**src/rtl/key_event_pkg.sv**
```systemverilog
// key_event_pkg: shared FSM encodings, repeat-count width and count helper for key_event_gen
package key_event_pkg;

    typedef enum logic [1:0] {
        WAIT_REL = 2'd0,
        IDLE     = 2'd1,
        PRESSED  = 2'd2,
        AUTO     = 2'd3
    } key_state_t;

    localparam int REP_CNT_W = 8;

    // Increment that sticks at all-ones instead of wrapping
    function automatic logic [REP_CNT_W-1:0] sat_inc(input logic [REP_CNT_W-1:0] v);
        return (&v) ? v : v + 1'b1;
    endfunction

endpackage

```
**src/rtl/key_evt_timer.sv**
```systemverilog
// key_evt_timer: up-counter with sync clear and a terminal-count compare against a supplied limit
module key_evt_timer #(
    parameter int CNT_W = 12
) (
    input  logic             clk,
    input  logic             rst,
    input  logic             clr,
    input  logic             inc,
    input  logic [CNT_W-1:0] term,
    output logic             tc
);

    logic [CNT_W-1:0] count;

    // Clear has priority over increment so a reload on terminal count restarts at zero
    always_ff @(posedge clk or posedge rst) begin
        if (rst)
            count <= '0;
        else if (clr)
            count <= '0;
        else if (inc)
            count <= count + 1'b1;
    end

    assign tc = (count == term);

endmodule

```
**src/rtl/key_event_gen.sv**
```systemverilog
// key_event_gen: turns a debounced key level into PRESS/RELEASE/typematic REPEAT events
module key_event_gen
    import key_event_pkg::*;
#(
    parameter int CNT_W        = 12,
    parameter int LONG_TICKS   = 8,
    parameter int REPEAT_TICKS = 4
) (
    input  logic                 CLK,
    input  logic                 RESET,
    input  logic                 KEY_IN,
    output logic                 PRESS,
    output logic                 RELEASE,
    output logic                 REPEAT,
    output logic                 HELD,
    output logic [REP_CNT_W-1:0] REP_CNT,
    output logic [1:0]           STATE
);

    key_state_t       state;
    logic             key_active;
    logic             tc;
    logic             tmr_clr;
    logic             tmr_inc;
    logic [CNT_W-1:0] term;

    // The timer only runs while the key is down; it restarts on press, on every repeat and on release from AUTO
    assign key_active = (state == PRESSED) || (state == AUTO);
    assign tmr_inc    = key_active && KEY_IN && !tc;
    assign tmr_clr    = ((state == IDLE) && KEY_IN) || (key_active && KEY_IN && tc) || ((state == AUTO) && !KEY_IN);
    assign term       = (state == AUTO) ? CNT_W'(REPEAT_TICKS - 1) : CNT_W'(LONG_TICKS - 1);
    assign STATE      = state;

    key_evt_timer #(.CNT_W(CNT_W)) u_timer (
        .clk  (CLK),
        .rst  (RESET),
        .clr  (tmr_clr),
        .inc  (tmr_inc),
        .term (term),
        .tc   (tc)
    );

    // Event FSM; release is tested before terminal count so it always wins over a repeat
    always_ff @(posedge CLK or posedge RESET) begin
        if (RESET) begin
            state   <= WAIT_REL;
            PRESS   <= 1'b0;
            RELEASE <= 1'b0;
            REPEAT  <= 1'b0;
            HELD    <= 1'b0;
            REP_CNT <= '0;
        end else begin
            PRESS   <= 1'b0;
            RELEASE <= 1'b0;
            REPEAT  <= 1'b0;
            case (state)
                WAIT_REL: begin
                    if (!KEY_IN)
                        state <= IDLE;
                end
                IDLE: begin
                    if (KEY_IN) begin
                        state   <= PRESSED;
                        PRESS   <= 1'b1;
                        REP_CNT <= '0;
                    end
                end
                PRESSED: begin
                    if (!KEY_IN) begin
                        state   <= IDLE;
                        RELEASE <= 1'b1;
                    end else if (tc) begin
                        state   <= AUTO;
                        REPEAT  <= 1'b1;
                        HELD    <= 1'b1;
                        REP_CNT <= sat_inc(REP_CNT);
                    end
                end
                AUTO: begin
                    if (!KEY_IN) begin
                        state   <= IDLE;
                        RELEASE <= 1'b1;
                        HELD    <= 1'b0;
                    end else if (tc) begin
                        REPEAT  <= 1'b1;
                        REP_CNT <= sat_inc(REP_CNT);
                    end
                end
                default: state <= WAIT_REL;
            endcase
        end
    end

endmodule

```
**config.mk**
```make
export PLATFORM = sky130hd
export DESIGN_NAME = key_event_gen
export DESIGN_NICKNAME = d
export VERILOG_FILES = /design/src/rtl/key_event_pkg.sv /design/src/rtl/key_evt_timer.sv /design/src/rtl/key_event_gen.sv
export SDC_FILE = /design/constraint.sdc
export NUM_CORES = 1
export LEC_CHECK = 0
export BUFFER_PORTS_ARGS = -buffer_cell sky130_fd_sc_hd__buf_2
export CAP_MARGIN = 15
export CORE_MARGIN = 2
export CORE_UTILIZATION = 54
export CTS_BUF_LIST = sky130_fd_sc_hd__clkbuf_4
export DETAILED_ROUTE_END_ITERATION = 8
export PLACE_DENSITY_LB_ADDON = 0.2
export SLEW_MARGIN = 0
export SYNTH_ARGS = -nofsm -noshare
export SYNTH_HDL_FRONTEND = slang
export SYNTH_SLANG_ARGS = --single-unit
```
**constraint.sdc**
```tcl
create_clock -name CLK -period 2 [get_ports CLK]
set_clock_uncertainty 0.1 [all_clocks]
set_input_delay 0.2 -clock CLK [delete_from_list [all_inputs] [get_ports CLK]]
set_output_delay 0.2 -clock CLK [all_outputs]
set_load 0.05 [all_outputs]
```
## Word level (Yosys, flattened, before mapping)

Cells that the tools add are included.

- Bits of input ports: 3
- Output and inout bits: 14
- Logic and storage cells: 66
- Register bits: 26

- Reduce and logical (&&, ||, !) cells: 20
- Equality and inequality tests: 13
- Muxes and demuxes: 24
- Add/subtract/negate cells: 2

Operators by type and width:

| kind | count |
|---|---|
| two-way mux 8 bit | 4 |
| two-way mux 12 bit | 2 |
| case mux 8 bit (2 select lines) | 1 |
| adder 12 x 1 -> 12 bit (second input constant) | 1 |
| equality test 12 x 3 -> 1 bit | 1 |
| inequality test 2 bit (second input constant) | 6 |
| two-way mux 1 bit | 10 |
| adder 8 x 1 -> 8 bit (second input constant) | 1 |
| two-way mux 2 bit | 4 |
| AND reduction 8 bit | 1 |
| case mux 2 bit (3 select lines) | 1 |
| nonzero test 2 bit | 3 |
| logical AND 1 bit | 5 |
| AND reduction 5 bit | 1 |
| equality test 2 bit (second input constant) | 2 |
| inequality test 2 x 1 -> 1 bit (second input constant) | 2 |
| AND reduction 4 bit | 1 |
| OR reduction 2 bit | 2 |
| logical OR 1 bit | 3 |
| two-way mux 3 bit | 1 |
| inequality test 3 bit (second input constant) | 1 |
| AND reduction 3 bit | 1 |
| equality test 2 x 1 -> 1 bit (second input constant) | 1 |
| zero test 1 bit | 2 |
| 2 further kinds | 2 |

## Longest topological paths before layout

Gate-level depths: netlist (run 1).

- Depth after elaboration: 7
- Depth in mapped cells: 8

## By module

From an unflattened synthesis (run 1), not the netlist that was laid out.

- Cell total of the unflattened synthesis: 171
- Area, all modules: 1624.1 um^2

By module, submodules not included:

| module | instances | area an instance (um^2) | cells an instance | seq. area each (um^2) |
|---|---|---|---|---|
| key_event_gen | 1 | 890.9 | 94 | 350.3 |
| key_evt_timer | 1 | 733.2 | 77 | 300.3 |

## Worst setup path before layout (run 1)

Ideal clock, no wire load.

- Kind: register -> register
- Start point: register state[1] (netlist: STATE[1])
- End point: register REP_CNT[4]
- Library setup time: 0.076 ns
- Period minus slack after synthesis: 2.303 ns
- Data required time: 1.824 ns
- Buffers on the path: 0
- Stages on the path, launching flop included: 7
- Path slack: -0.303 ns
- Arrival: 2.127 ns
- Cell sequence: dfrtp_1 -> inv_1 -> ha_1 -> a21oi_1 -> nand2_1 -> or4_1 -> o21ai_1

- Word-level cells in the longest chain between the ends: 5
- Elaborated cells on any way between the ends: 13

Ends and longest elaborated chain:

| what | RTL line | source |
|---|---|---|
| from (decl) | key_event_gen.sv:20 | `key_state_t state;` |
| from (signal assigned) | key_event_gen.sv:46 | `state <= WAIT_REL;` |
| from (signal assigned) | key_event_gen.sv:59 | `state <= IDLE;` |
| from (signal assigned) | key_event_gen.sv:63 | `state <= PRESSED;` |
| equality test 2 bit | key_event_gen.sv:31, key_event_gen.sv:56 |  |
| two-way mux 3 bit | key_event_gen.sv:31 | `assign term = (state == AUTO) ? CNT_W'(REPEAT_TICKS - 1) : CNT_W'(LONG_TICKS - 1);` |
| equality test 12 x 3 -> 1 bit | key_evt_timer.sv:25 | `assign tc = (count == term);` |
| inequality test 2 x 1 -> 1 bit (no source line) | n/a |  |
| AND reduction 5 bit (no source line) | n/a |  |
| to (signal assigned) | key_event_gen.sv:76 | `REP_CNT <= sat_inc(REP_CNT);` |
| to (signal assigned) | key_event_gen.sv:86 | `REP_CNT <= sat_inc(REP_CNT);` |
| to (decl) | key_event_gen.sv:16 | `output logic [REP_CNT_W-1:0] REP_CNT,` |

Several ways; a longest one is shown, not always the timed one.
A chain may end at the register's enable or synchronous reset.

## Final worst setup path (run 1)

- Start point: register u_timer.count[1]
- End point: register REP_CNT[3]

- Word-level cells in the longest chain between the ends: 3

Ends and longest elaborated chain:

| what | RTL line | source |
|---|---|---|
| from (decl) | key_evt_timer.sv:13 | `logic [CNT_W-1:0] count;` |
| from (signal assigned) | key_evt_timer.sv:22 | `count <= count + 1'b1;` |
| equality test 12 x 3 -> 1 bit | key_evt_timer.sv:25 |  |
| inequality test 2 x 1 -> 1 bit (no source line) | n/a |  |
| AND reduction 5 bit (no source line) | n/a |  |

No other way between the ends.

==> results.py, run 1 <==
metrics = {
    "status": {
        "status": "finished with violations",
        "violations": "setup timing",
    },
    "route": {
        "wl_met3_um": 206,
        "dr.pass1.iters": 5,
        "wirelength_mm": 3.64,
        "ant_nets": 0,
        "wl_per_cell_um": 16.5,
        "top_layer": "met4",
        "route.layer.met1.wl_mm": 1.56,
        "wl_met2_mm": 1.81,
        "drc": 0,
        "dr_total_vias": 1361,
        "drt_iter0_markers": 61,
        "routed_via_density": 6.16,
    },
    "placed_design": {
        "routabilityCongestion": 0.863,
        "port_buffers": 16,
        "post-place-ws_ns": -0.000625,
        "hpwl_mm": 2.48,
    },
    "die": {
        "num_rows": 19,
        "die_area_um2": 3250,
        "core_um2": 2710,
        "die_y_um": 57.0,
        "ioPinCount": 17,
        "die_w_um": 57.0,
        "start_util": 0.560,
    },
    "global_routing": {
        "gr-total-overflow": 0,
        "antenna_found_initial": 0,
        "grt_pass1_wl_mm": 5.82,
        "track_usage": 0.229,
        "grt_pass1_vias": 1303,
        "grt_max_degree": 27,
    },
    "synthesis": {
        "ys_top_cells_by_area": "dfrtp_1 (43%), ha_1 (5.0%), nor2_1 (4.2%)",
        "post_synth.cell_area_avg_um2": 9.48,
        "ys_ff_latch": 26,
        "netlist_top_cells_count": "dfrtp_1 (26), nor2_1 (17), a21oi_1 (9), inv_1 (9), nand2_1 (9)",
        "synth_edf_count": 0,
        "postSynthNetCount": 169,
        "syn-cell-area_um2": 1520,
        "synth_ff_type": "dfrtp_1",
        "yosys.area.top_type_share": 0.429,
        "ys_seq_area_frac": 0.429,
        "async_reset_ff_frac": 1.00,
        "syn_inst": 160,
        "synth.most_common_cell": "dfrtp_1",
        "yosys_warnings": 0,
        "ys_types": 47,
        "yosysTopAreaCell": "dfrtp_1",
    },
    "power_and_ir_drop": {
        "intPower_mw": 1.14,
        "p_leak_nw": 0.824,
        "power_density_nw_per_um2": 1140,
        "p_comb_frac": 0.569,
        "p_sw_frac": 0.473,
        "power_mw": 2.15,
        "p_seq_frac": 0.316,
        "clkPwrFrac": 0.115,
        "p_switching_mw": 1.02,
        "vdd_drop_max_mv": 1.29,
    },
    "sta": {
        "slew_headroom": 0.746,
        "hold_ws_ns": 0.0729,
        "timing.final.crit_share": 1.01,
        "drv_slew": 0,
        "worst_slack_ns": -0.0205,
        "final.setup.tns_ns": -0.0409,
        "rsz0062_at_grt": "true",
        "period_needed_ns": 2.02,
        "max_freq_ghz": 0.495,
        "hold_viol": 0,
        "max_slew.worst_pin.slew_ns": 0.378,
        "setup_viol": 3,
    },
    "cts": {
        "clock-sinks": 26,
        "clock_path_buffers": 2,
        "path_clk_slew_ns": 0.15,
        "clk_latency_ns": 0.32,
        "cts_buffers": 3,
        "cts_tree": "built",
        "h-tree-depth": 1,
        "root_buffer": "clkbuf_4",
    },
    "critical_path": {
        "end_kind": "flop",
        "critPathKind": "flop to flop",
        "start_kind": "flop",
        "cp_max_fo": 7,
        "cp.arrival_ns": 2.17,
        "cp.required_ns": 2.14,
    },
    "finish": {
        "seq_area_um2": 661,
        "drive_above_1_share": 0.374,
        "area_growth_pct": 24.9,
        "fillers": 206,
        "num_antenna_cells": 0,
        "multi_input_area_um2": 928,
        "nets": 200,
    },
    "flow_run": {
        "drv_cap": 0,
    },
    "hold_path": {
        "hold_class": "input pin to flop",
    },
}
## stage by stage
step | util | instances | instance area [um2]
4_1_cts | 0.649 | 216 | 1760
3_5_place_dp | 0.630 | 210 | 1710
2_1_floorplan | - | 160 | 1550
5_1_grt | 0.699 | 221 | 1890
6_report | 0.699 | 221 | 1890
3_3_place_gp | 0.630 | 210 | 1710
## routing by layer
| metal | vias up | global-route usage |
|---|---|---|
| met4 | 0 | 0.0897 |
| li1 | 637 | - |
| met1 | 669 | 0.295 |
| met5 | - | 0 |
| met3 | 6 | 0.0295 |
| met2 | 49 | 0.394 |
## cell families after synthesis
kind of cell | after synthesis | synth area share
buffers and inverters | 15 | 0.0404
multiplexers | 1 | 0.00660
flip-flops | 26 | 0.429
XOR/XNOR | 8 | 0.0462
adder cells (fa/ha/maj) | 6 | 0.0495
AO/OA/AOI/OAI | 40 | 0.167
AND/OR/NAND/NOR | 64 | 0.261
## worst max-delay path: stages (launching register included)
cell and delay [ns]:
dfrtp_1 0.46, ha_4 0.17, nor4b_4 0.21, buf_4 0.17
nand4_4 0.17, nor3_4 0.29, buf_6 0.15, a31oi_4 0.07
a31oi_1 0.14
## registers in the layout, summed over array words and instances, names as in the netlist
| register | count |
|---|---|
| HELD | 1 |
| PRESS | 1 |
| RELEASE | 1 |
| REPEAT | 1 |
| REP_CNT | 8 |
| STATE | 2 |
| u_timer.count | 12 |
## power by group through the flow
stage | clock network [mW] | registers [mW] | logic [mW]
after floorplan | 0 | 0.814 | 0.605
after global placement | 0 | 0.668 | 0.989
after detailed placement | 0 | 0.674 | 1.02
after CTS | 0.249 | 0.659 | 1.04
after global routing | 0.275 | 0.691 | 1.31
final | 0.249 | 0.681 | 1.23
## final timing paths
path	start	to	slack, ns	cells past startpoint
setup / recovery	u_timer.count[1]	REP_CNT[3]	-0.02	8
hold / removal	KEY_IN	RELEASE	0.07	2
setup reg to reg	u_timer.count[1]	REP_CNT[3]	-0.02	8
hold reg to reg	REP_CNT[0]	REP_CNT[0]	0.41	1
max in group asynchronous	RESET	REP_CNT[4]	1.18	4
min in group asynchronous	RESET	REP_CNT[2]	0.34	4
## layout by cell type (no fill, tap or decap), types with 3 or more instances in the layout
| cell type | instances |
|---|---|
| ha_4 | 4 |
| or2_2 | 3 |
| a31oi_1 | 3 |
| nand2_1 | 9 |
| nand4_1 | 4 |
| dfrtp_2 | 8 |
| o21ai_0 | 8 |
| nor3_1 | 4 |
| nand3_1 | 7 |
| nor2_1 | 16 |
| buf_4 | 13 |
| xnor2_1 | 6 |
| o21ai_1 | 4 |
| buf_2 | 16 |
| a21oi_1 | 7 |
| dfrtp_1 | 18 |
| clkbuf_4 | 4 |
| inv_1 | 8 |
## cell type report
type / instances / area share
Clock buffer: 4 / 0.0159
Inverter: 10 / 0.0198
Multi-Input combinational cell: 119 / 0.490
Sequential cell: 26 / 0.349
Tap cell: 31 / 0.0205
Timing Repair Buffer: 31 / 0.105
## timing repair
item,4_1_cts,5_1_grt
resized for setup,1,20
endpoints found under the setup margin,5,16
hold endpoints to repair,26,0
hold buffers,1,0
pin swaps,0,9
cloned,0,0
buffers inserted,1,5
Note: power is estimated with default switching activity, not from simulation.
==> inputs of run 2 (changes only) <==
--- a/config.mk
+++ b/config.mk
@@ -12,6 +12,7 @@
 export CTS_BUF_LIST = sky130_fd_sc_hd__clkbuf_4
 export DETAILED_ROUTE_END_ITERATION = 8
 export PLACE_DENSITY_LB_ADDON = 0.2
+export SETUP_SLACK_MARGIN = 0.5
 export SLEW_MARGIN = 0
 export SYNTH_ARGS = -nofsm -noshare
 export SYNTH_HDL_FRONTEND = slang
==> constraint.sdc (replaced) <==
create_clock -name CLK -period 2 [get_ports CLK]
set_clock_uncertainty 0.1 [all_clocks]
set_input_delay 0.2 -clock CLK [delete_from_list [all_inputs] [get_ports CLK]]
set_output_delay 0.2 -clock CLK [all_outputs]
set_load 0.02 [all_outputs]
==> run 2 against run 1 <==
The run now ends clean. Die area unchanged. Critical endpoint is now REP_CNT[0]. Utilization increased by 5.8 points. Power increased by 2.8%.
==> results.py, run 2 (synthesis results as in run 1) <==
metrics = {
    "status": {
        "status": "complete, no violations",
    },
    "route": {
        "routed_via_density": 6.03,
        "dr_total_vias": 1368,
        "drc": 0,
        "drt_iter0_markers": 37,
        "ant_nets": 0,
        "dr.pass1.iters": 4,
        "wirelength_mm": 3.65,
        "wl_per_cell_um": 16.1,
    },
    "global_routing": {
        "track_usage": 0.239,
        "met2_usage": 0.366,
        "grtUsageMet1": 0.326,
        "grt_max_degree": 27,
        "grt_pass1_wl_mm": 5.96,
        "use_met3": 0.0272,
        "gr-total-overflow": 0,
        "grt_pass1_vias": 1266,
        "antenna_found_initial": 0,
        "top_usage_layer": "met2",
    },
    "finish": {
        "drive_above_1_share": 0.480,
        "final_common_cell": "buf_4",
        "final_util": 0.757,
        "largest_register": "u_timer.count",
        "mostFrequentLayoutCells": "buf_4 (17), dfrtp_1 (16), buf_2 (16)",
        "nets": 206,
        "area_growth_pct": 35.3,
        "fillers": 195,
        "largest_reg_flops": 12,
        "num_antenna_cells": 0,
    },
    "sta": {
        "rsz0062_at_grt": "true",
        "timing.final.crit_share": 0.950,
        "slew_headroom": 0.767,
        "max_slew.worst_pin.slew_ns": 0.347,
        "drv_slew": 0,
        "period_needed_ns": 1.90,
        "max_freq_ghz": 0.527,
        "setup_viol": 0,
        "hold_viol": 0,
        "final.setup.tns_ns": 0,
    },
    "power_and_ir_drop": {
        "vdd_drop_max_mv": 1.16,
        "p_leak_nw": 0.887,
        "power_density_nw_per_um2": 1080,
    },
    "cts": {
        "clk_latency_ns": 0.34,
        "clock_path_buffers": 2,
        "path_clk_slew_ns": 0.15,
        "cts_tree": "built",
        "root_buffer": "clkbuf_4",
        "h-tree-depth": 1,
        "clock-sinks": 26,
        "cts_buffers": 3,
    },
    "die": {
        "ioPinCount": 17,
        "die_w_um": 57.0,
        "core_um2": 2710,
        "start_util": 0.560,
        "die_y_um": 57.0,
        "num_rows": 19,
        "die_area_um2": 3250,
    },
    "flow_run": {
        "drv_cap": 0,
    },
    "placed_design": {
        "port_buffers": 16,
        "routabilityCongestion": 0.868,
        "hpwl_mm": 2.36,
    },
    "critical_path": {
        "critPathKind": "flop to flop",
        "cp_max_fo": 7,
        "start_kind": "flop",
        "end_kind": "flop",
        "cp.required_ns": 2.18,
        "cp.arrival_ns": 2.08,
    },
    "hold_path": {
        "hold_class": "input pin to flop",
    },
}
[run 2: changes by cell type in the layout (fill, tap and decap cells not counted), moves of 2 or more]
cell     change
buf_4        +4
buf_6        +2
dfrtp_1      -2
dfrtp_2      +2
ha_1         -2
ha_2         +2
nor3_1       -4
nor3_2       +3
o21ai_0      -3
o21ai_2      +3
[run 2: area by class of cell]
| cell class | instances | area, um2 | share of cell area |
|---|---|---|---|
| clock buffers | 3 | 22.5 | 0.0110 |
| clock inverters | 1 | 3.75 | 0.00183 |
| inverters | 10 | 37.5 | 0.0183 |
| multi-input cells | 119 | 1030 | 0.504 |
| flip-flops and latches | 26 | 663 | 0.323 |
| well taps | 31 | 38.8 | 0.0189 |
| repair buffers | 37 | 251 | 0.123 |
[run 2: per-layer routing]
| metal | vias to the layer above | wire length [um] |
|---|---|---|
| met1 | 673 | 1650 |
| met5 | - | 0 |
| met4 | 0 | 142 |
| met3 | 12 | 140 |
| li1 | 649 | - |
| met2 | 34 | 1710 |
[run 2: through the flow]
stage	hold WS (ns)	instances	power, mW	cell area [um2]	worst slack (ns)
global placement	0.166	208	1.66	1790	0.124
global route	0.128	227	2.34	2050	0.0315
detailed placement	0.178	208	1.68	1790	0.0469
finish	0.120	227	2.22	2050	0.101
floorplan	0.139	160	1.49	1660	0.161
CTS	0.0963	220	2.08	1940	0.107
[run 2: final timing paths]
kind	startpoint	endpoint	slack (ns)	depth (start not counted)
worst min-delay path	KEY_IN	RELEASE	0.12	2
min in group asynchronous	RESET	REPEAT	0.34	4
max in group asynchronous	RESET	STATE[0]	1.18	4
worst max register to register	u_timer.count[1]	REP_CNT[0]	0.10	6
worst max-delay path	u_timer.count[1]	REP_CNT[0]	0.10	6
worst min register to register	REP_CNT[0]	REP_CNT[0]	0.41	1
[run 2: power by group]
part	internal (mW)	switching (mW)	leakage (nW)	total, mW
registers	0.596	0.0915	0.338	0.687
clock network	0.0734	0.165	0.0154	0.239
logic	0.550	0.740	0.534	1.29
total	1.22	0.997	0.887	2.22
[run 2: worst max-delay path, cell delays in order (launching register included)]
cell     delay (ns)
dfrtp_2        0.45
ha_4           0.15
nor4b_4        0.27
and4_4         0.29
nand2_4        0.07
or3_4          0.37
o21ai_2        0.14
[run 2: repair_timing]
item                                   CTS  global route
setup buffers                            7             7
endpoints found under the hold margin   26             0
setup endpoints to repair               24            24
pin swaps                                8            12
hold buffers                             1             0
resized for setup                       16            14
==> inputs of run 3 (changes only) <==
--- a/config.mk
+++ b/config.mk
@@ -9,10 +9,10 @@
 export CAP_MARGIN = 15
 export CORE_MARGIN = 2
 export CORE_UTILIZATION = 54
-export CTS_BUF_LIST = sky130_fd_sc_hd__clkbuf_4
+export CTS_BUF_LIST = sky130_fd_sc_hd__clkbuf_8
 export DETAILED_ROUTE_END_ITERATION = 8
 export PLACE_DENSITY_LB_ADDON = 0.2
-export SETUP_SLACK_MARGIN = 0.5
+export SETUP_SLACK_MARGIN = 0.15
 export SLEW_MARGIN = 0
 export SYNTH_ARGS = -nofsm -noshare
 export SYNTH_HDL_FRONTEND = slang
==> run 3 against run 2 <==
Clock power increased by 88%. Via count up 3.4%. Highest routed layer unchanged. Sequential power is 3.3% lower. Cell count is 3.1% higher. Sequential share of layout area down 1.1 points. Utilization up 2.0 points. Fmax is 4.5% lower.
==> results.py, run 3 (synthesis results as in run 1) <==
metrics = {
    "global_routing": {
        "antenna_found_initial": 0,
        "track_usage": 0.248,
        "grt_pass1_wl_mm": 6.32,
        "gr-total-overflow": 0,
        "grt_max_degree": 27,
        "grt_pass1_vias": 1328,
    },
    "route": {
        "wl_per_cell_um": 17.1,
        "dr_total_vias": 1415,
        "route.layer.met1.wl_mm": 1.68,
        "wirelength_mm": 4.01,
        "wl_met3_um": 148,
        "routed_via_density": 6.05,
        "wl_met2_mm": 2.15,
        "drt_iter0_markers": 87,
        "ant_nets": 0,
        "dr.pass1.iters": 4,
        "top_layer": "met4",
        "drc": 0,
    },
    "sta": {
        "rsz0062_at_grt": "true",
        "hold_viol": 0,
        "worst_slack_ns": 0.0105,
        "final.setup.tns_ns": 0,
        "setup_viol": 0,
        "drv_slew": 0,
        "max_slew.worst_pin.slew_ns": 0.341,
        "timing.final.crit_share": 0.995,
        "period_needed_ns": 1.99,
        "slew_headroom": 0.772,
        "hold_ws_ns": 0.194,
        "max_freq_ghz": 0.503,
    },
    "die": {
        "ioPinCount": 17,
        "die_y_um": 57.0,
        "die_w_um": 57.0,
        "die_area_um2": 3250,
        "core_um2": 2710,
        "start_util": 0.560,
        "num_rows": 19,
    },
    "power_and_ir_drop": {
        "vdd_drop_max_mv": 1.24,
        "p_leak_nw": 0.924,
        "power_density_nw_per_um2": 1160,
    },
    "finish": {
        "finalNonFillerCells": 234,
        "num_antenna_cells": 0,
        "largest_register": "u_timer.count",
        "mostFrequentLayoutCells": "buf_4 (26), dfrtp_1 (21), nor2_1 (17)",
        "largest_reg_flops": 12,
        "nets": 213,
        "drive_above_1_share": 0.443,
        "fillers": 183,
        "final_util": 0.777,
        "final_common_cell": "buf_4",
        "area_growth_pct": 38.9,
    },
    "cts": {
        "path_clk_slew_ns": 0.10,
        "clk_latency_ns": 0.28,
        "root_buffer": "clkbuf_8",
        "h-tree-depth": 1,
        "clock-sinks": 26,
        "clock_path_buffers": 2,
        "cts_tree": "built",
        "cts_buffers": 3,
    },
    "placed_design": {
        "port_buffers": 16,
        "post-place-cells": 212,
        "routabilityCongestion": 0.944,
        "hpwl_mm": 2.55,
        "post-place-ws_ns": 0.0468,
    },
    "hold_path": {
        "hold_class": "input pin to flop",
    },
    "critical_path": {
        "critPathKind": "flop to flop",
        "cp.required_ns": 2.07,
        "end_kind": "flop",
        "cp_max_fo": 6,
        "cp.arrival_ns": 2.06,
        "start_kind": "flop",
    },
    "status": {
        "status": "complete, no violations",
    },
    "flow_run": {
        "drv_cap": 0,
    },
}
run 3: changes by cell type in the layout (fill, tap and decap cells not counted), moves of 3 or more:
cell      before  now
buf_4         17   26
clkbuf_8       0    3
dfrtp_1       16   21
dfrtp_2       10    5
clkbuf_4       3    0
nor3_1         0    3
run 3: metal layers:
layer / vias to the layer above / GRT usage
met3: 4 / 0.0272
met4: 0 / 0.0598
met1: 708 / 0.307
met5: - / 0
li1: 664 / -
met2: 39 / 0.461
run 3: power by group:
part	switching, mW	internal, mW	leakage, nW
clock network	0.181	0.268	0.0357
logic	0.756	0.575	0.543
registers	0.0696	0.594	0.346
total	1.01	1.44	0.924
run 3: worst max-delay path, stage by stage (launching register included):
cell	delay, ns
dfrtp_1	0.40
ha_4	0.16
nor4b_4	0.21
buf_4	0.17
nand4_4	0.15
nor3_4	0.29
a211oi_1	0.11
a211o_1	0.29
run 3: path summary, 6_finish.rpt:
| kind | depth (start not counted) | startpoint | slack [ns] | to |
|---|---|---|---|---|
| setup reg to reg | 7 | u_timer.count[0] | 0.01 | REP_CNT[7] |
| hold / removal | 2 | KEY_IN | 0.19 | RELEASE |
| hold reg to reg | 1 | REP_CNT[0] | 0.42 | REP_CNT[0] |
| min in group asynchronous | 4 | RESET | 0.40 | u_timer.count[4] |
| max in group asynchronous | 4 | RESET | 1.11 | u_timer.count[10] |
| setup / recovery | 7 | u_timer.count[0] | 0.01 | REP_CNT[7] |
run 3: layout make-up:
cell class	count	area, um2	share of cell area
clock inverter	1	30.0	0.0143
tap	31	38.8	0.0184
clock buffer	3	41.3	0.0196
inverter	10	37.5	0.0178
sequential	26	657	0.312
multi-input combinational	119	1000	0.477
timing repair buffer	44	297	0.141
run 3: per-stage QoR:
step                      area [um2]  total power, mW
after global routing            2110             2.58
after floorplan                 1590             1.39
after CTS                       1920             2.22
after detailed placement        1760             1.65
after global placement          1760             1.62
final                           2110             2.44
run 3: what timing repair did:
action,4_1_cts,5_1_grt
endpoints found under the hold margin,26,0
endpoints found under the setup margin,15,20
setup buffers,7,10
pin swaps,3,11
gates resized for setup,11,23
hold buffers,1,0
